===== src/rtl/xspi_axi_wdata_pp_buf.sv =====
// Two-entry ping-pong buffer for AXI W-channel beats feeding the XSPI write path.
// Occupancy is the FSM state; ready/valid are decoded from it alone.
//
//   state | meaning
//   EMPTY | no beat held, in_ready=1, out_valid=0
//   HALF  | one beat held, in_ready=1, out_valid=1
//   FULL  | two beats held, in_ready=0, out_valid=1
module xspi_axi_wdata_pp_buf #(
   parameter int DATA_WIDTH = 32,
   parameter int STRB_WIDTH = 4
) (
   input  logic                  axi_clk,
   input  logic                  axi_rst,
   input  logic                  flush,
   input  logic                  in_valid,
   output logic                  in_ready,
   input  logic [DATA_WIDTH-1:0] in_data,
   input  logic [STRB_WIDTH-1:0] in_strb,
   input  logic                  in_last,
   output logic                  out_valid,
   input  logic                  out_ready,
   output logic [DATA_WIDTH-1:0] out_data,
   output logic [STRB_WIDTH-1:0] out_strb,
   output logic                  out_last,
   output logic                  rd_sel,
   output logic [1:0]            count
);

   typedef enum logic [1:0] {
      EMPTY = 2'd0,
      HALF  = 2'd1,
      FULL  = 2'd2
   } occ_e;

   occ_e                  state_q, state_d;
   logic                  wr_ptr_q, wr_ptr_d;
   logic                  rd_ptr_q, rd_ptr_d;
   logic [DATA_WIDTH-1:0] data_q [2];
   logic [STRB_WIDTH-1:0] strb_q [2];
   logic                  last_q [2];

   logic push, pop;

   assign in_ready  = (state_q != FULL);
   assign out_valid = (state_q != EMPTY);
   assign push      = in_valid && in_ready;
   assign pop       = out_valid && out_ready;

   always_ff @(posedge axi_clk or posedge axi_rst) begin
      if (axi_rst) begin
         state_q  <= EMPTY;
         wr_ptr_q <= 1'b0;
         rd_ptr_q <= 1'b0;
      end else begin
         state_q  <= state_d;
         wr_ptr_q <= wr_ptr_d;
         rd_ptr_q <= rd_ptr_d;
      end
   end

   always_comb begin
      state_d  = state_q;
      wr_ptr_d = wr_ptr_q;
      rd_ptr_d = rd_ptr_q;
      case (state_q)
         EMPTY:   if (push) state_d = HALF;
         HALF: begin
            if (push && !pop)      state_d = FULL;
            else if (pop && !push) state_d = EMPTY;
         end
         FULL:    if (pop) state_d = HALF;
         default: state_d = EMPTY;
      endcase
      if (push) wr_ptr_d = ~wr_ptr_q;
      if (pop)  rd_ptr_d = ~rd_ptr_q;
      // Abort wins over any handshake in the same cycle.
      if (flush) begin
         state_d  = EMPTY;
         wr_ptr_d = 1'b0;
         rd_ptr_d = 1'b0;
      end
   end

   always_ff @(posedge axi_clk or posedge axi_rst) begin
      if (axi_rst) begin
         for (int i = 0; i < 2; i++) begin
            data_q[i] <= '0;
            strb_q[i] <= '0;
            last_q[i] <= 1'b0;
         end
      end else if (push && !flush) begin
         data_q[wr_ptr_q] <= in_data;
         strb_q[wr_ptr_q] <= in_strb;
         last_q[wr_ptr_q] <= in_last;
      end
   end

   assign out_data = data_q[rd_ptr_q];
   assign out_strb = strb_q[rd_ptr_q];
   assign out_last = last_q[rd_ptr_q];
   assign rd_sel   = rd_ptr_q;
   assign count    = state_q;

endmodule


===== config.mk =====
export PLATFORM = sky130hd
export DESIGN_NAME = xspi_axi_wdata_pp_buf
export DESIGN_NICKNAME = d
export VERILOG_FILES = /design/src/rtl/xspi_axi_wdata_pp_buf.sv
export SDC_FILE = /design/constraint.sdc
export NUM_CORES = 1
export LEC_CHECK = 0
export ABC_CLOCK_PERIOD_IN_PS = 2200
export CAP_MARGIN = 20
export CORE_UTILIZATION = 44
export DETAILED_ROUTE_END_ITERATION = 6
export PLACE_DENSITY = 0.75
export SETUP_SLACK_MARGIN = 0.1
export SYNTH_ARGS = -nofsm -noshare
export SYNTH_HDL_FRONTEND = slang
export SYNTH_SLANG_ARGS = --single-unit

===== constraint.sdc =====
create_clock -name axi_clk -period 2.2 [get_ports axi_clk]
set_input_delay 0.22 -clock axi_clk [delete_from_list [all_inputs] [get_ports axi_clk]]
set_output_delay 0.22 -clock axi_clk [all_outputs]
set_load 0.02 [all_outputs]

==> flow_summary_export.csv <==
group,metric,value,unit
timing,maxSlewHeadroom,0.6332,
clock_tree,cts-hold-fix-buffers,0,
place,port_buffers,83,
place,routabilityCongestion,0.7174,
clock_tree,h-tree-depth,3,
detailed_routing,ant_nets,0,
timing,period_minus_slack,2045,ps
critical_path,path_buf_inv,2,
clock_tree,cts_sinks,78,
power,p_int,0.003368,W
clock_tree,post_cts_buffers,0,
critical_path,worstSetupStartpointType,"flip-flop",
critical_path,r2r_start,"count[0]$_DFFE_PP0P_",
finish,syn_to_final_growth,37.29,%
power,pwr-share-seq,0.421,
power,swShare,0.2629,
timing,hold_slack,278.4,ps
timing,fmax,489.0,MHz
die,design.core.area,0.007370,sq mm
die,die_x,90.11,microns
critical_path,cp_max_fo,24,
detailed_routing,num_vias,2073,
critical_path,end_kind,"output pin",
die,dieArea,0.008120,sq mm
detailed_routing,first_pass_iters,4,
synth,synth_cells,221,
timing,fin_crit_sh,0.9295,
detailed_routing,drc,0,
critical_path,r2r_end,"data_q[28]$_DFFE_PP0P_",
synth,synth_seq_cells,78,
finish,layout.nets,352,
timing,finalHoldViolations,0,
timing,slew_viol_final,0,
clock_tree,cts-buffers-inserted,9,
clock_tree,cts_tree,"yes",
finish,fillers,565,
hold_path,hp-class,"input port to async pin",
power,power_frac_clock,0.290,
finish,drive_above_1_share,0.4317,
synth,synth.avg_cell_area,15.46,sq um
clock_tree,clkSlewWorstSetupHoldPaths,80,ps
synth,synth_top_area_frac,0.5714,
timing,finalSetupViolations,0,
synth,post_synth_num_cell_types,22,
clock_tree,clk_latency,330,ps
flow_run,cap_violations,0,
clock_tree,clk_path_buf_depth,2,
power,p_leak,2.054,nW
detailed_routing,vias_per_cell,5.007,
synth,ys_seq_area_frac,0.5714,
die,ios,84,
timing,rsz0062_at_grt,"false",
power,max-vdd-ir-drop,540.7,uV
power,switchingPower,0.001201,W
critical_path,crit_arrival,1820,ps
timing,finClkSkew,7.158,ps
die,rows,31,
global_route,overflow,0,
die,start_util,0.4635,
critical_path,reg2regPathDepth,5,
finish,final_common_cell,"mux2_2",
finish,final_core_util,0.6363,
synth,synth.largest_area_cell,"dfrtp_1",
detailed_routing,routed_wirelength,6343,microns
synth,synth_area,0.003416,sq mm
global_route,grt_pass1_wl,10730,microns
power,power_density,974.4,mW/mm^2
synth,synthTopCellsByArea,"dfrtp_1, mux2_2, buf_6",
critical_path,cp.required,1980,ps
place,dp_hpwl,4175,microns
timing,tns,0,ps
finish,final_cell_mix,"mux2_2, dfrtp_1, clkdlybuf4s50_1, dlymetal6s2s_1, clkbuf_8",
global_route,track_usage,0.1662,
global_route,grt_max_degree,39,
synth,syn-num-nets,263,
run_status,status,"completed",
die,dieHeight,90.11,microns
critical_path,crit_slowest_cell,"clkdlybuf4s50_1",
global_route,grt_pass1_vias,2211,
synth,ys_warn_count,0,
critical_path,crit_family,"buffers and inverters",
detailed_routing,drtIter0Drc,56,
clock_tree,root_buffer,"clkbuf_8",
timing,worst_slew_pin_slew,549.1,ps
critical_path,crit_chain,"buf_12, mux2_2, clkdlybuf4s50_1",
power,power_frac_comb,0.289,
critical_path,path_class,"flip-flop to output pin",
finish,diodes,0,
global_route,antenna_found_initial,0,
detailed_routing,wl_per_cell,15.32,microns
critical_path,reg2reg_slack,440,ps
critical_path,slowest_delay,550,ps
-- synth_stat cells, drive strengths merged --
cell and instances:
mux2 111, dfrtp 78, buf 8, a21oi 4, clkbuf 3, inv 3
o21ai 2, or2 2, and2b 1, nand4b 1, nor2 1, nor2b 1
nor3 1, nor3b 1, nor4 1, o32ai 1, or3 1, xor2 1
-- power groups by stage --
| stage | Sequential, W | Clock (W) | Combinational (W) |
|---|---|---|---|
| 2_1_floorplan | 0.00191 | 0 | 0.000841 |
| 3_3_place_gp | 0.00193 | 0 | 0.00133 |
| 3_5_place_dp | 0.00195 | 0 | 0.00135 |
| 4_1_cts | 0.00193 | 0.00135 | 0.00136 |
| 5_1_grt | 0.00197 | 0.00142 | 0.00141 |
| 6_report | 0.00193 | 0.00132 | 0.00132 |
-- worst register-to-register path, stage by stage (launching register included) --
cell and delay (ps):
dfrtp_1 440, and2b_1 340, inv_1 90, nand4b_1 150
buf_12 260, mux2_2 380
-- state kept, by name (all words and copies together) (netlist names) --
name	cells
last_q	2
strb_q	8
count	2
rd_sel	1
wr_ptr_q	1
data_q	64
-- routing by layer --
metal,wire length [microns],up-vias,part of all wire,track usage
met5,0,-,0,0
met1,2883,1043,0.45,0.2140
li1,-,978,-,-
met4,68,0,0.011,0.06452
met2,3168,47,0.50,0.2774
met3,223,5,0.035,0.03130
-- logic make-up (layout without fill, tap and decap cells) --
kind of cell / count (synthesis) / in the layout / synth area share
and+or+nand+nor: 10 / 10 / 0.02308
AOI/OAI and AO/OA: 7 / 7 / 0.01136
buffers and inverters: 14 / 108 / 0.02564
xor gates and xnor gates: 1 / 1 / 0.002565
muxes: 111 / 111 / 0.3659
DFF: 78 / 78 / 0.5714
-- what timing repair did --
action	CTS	global route
gates resized for setup	1	14
cloned	0	0
endpoints found under the setup margin	14	14
-- final cells by class --
| type | count | area [sq um] | area share |
|---|---|---|---|
| clock inverter | 5 | 105.1 | 0.02241 |
| tap | 99 | 123.9 | 0.02641 |
| sequential | 78 | 1953 | 0.4165 |
| multi-input combinational | 129 | 1376 | 0.2935 |
| timing repair buffer | 89 | 964.7 | 0.2057 |
| inverter | 3 | 15.01 | 0.003202 |
| clock buffer | 11 | 151.4 | 0.03228 |
-- worst max-delay path by stage --
stage | start | endpoint | cells after the start
after CTS | rd_sel$_DFFE_PP0P_ | out_strb[3] | 3
after floorplan | count[0]$_DFFE_PP0P_ | data_q[0]$_DFFE_PP0P_ | 6
after detailed placement | in_valid | data_q[38]$_DFFE_PP0P_ | 5
after global placement | in_valid | strb_q[6]$_DFFE_PP0P_ | 5
final | rd_sel$_DFFE_PP0P_ | out_data[17] | 3
after global routing | rd_sel$_DFFE_PP0P_ | out_data[30] | 3
-- metrics by stage --
step / setup WS, ps / instance area (sq um) / std cells / power, W
after floorplan: 315.0 / 3420 / 221 / 0.002749
after global placement: 258.2 / 4394 / 398 / 0.003266
after detailed placement: 200.1 / 4394 / 398 / 0.003300
after CTS: 122.5 / 4654 / 414 / 0.004636
after global routing: 100.4 / 4690 / 414 / 0.004799
final: 155.1 / 4690 / 414 / 0.004569
(Power assumes the default switching activity.)
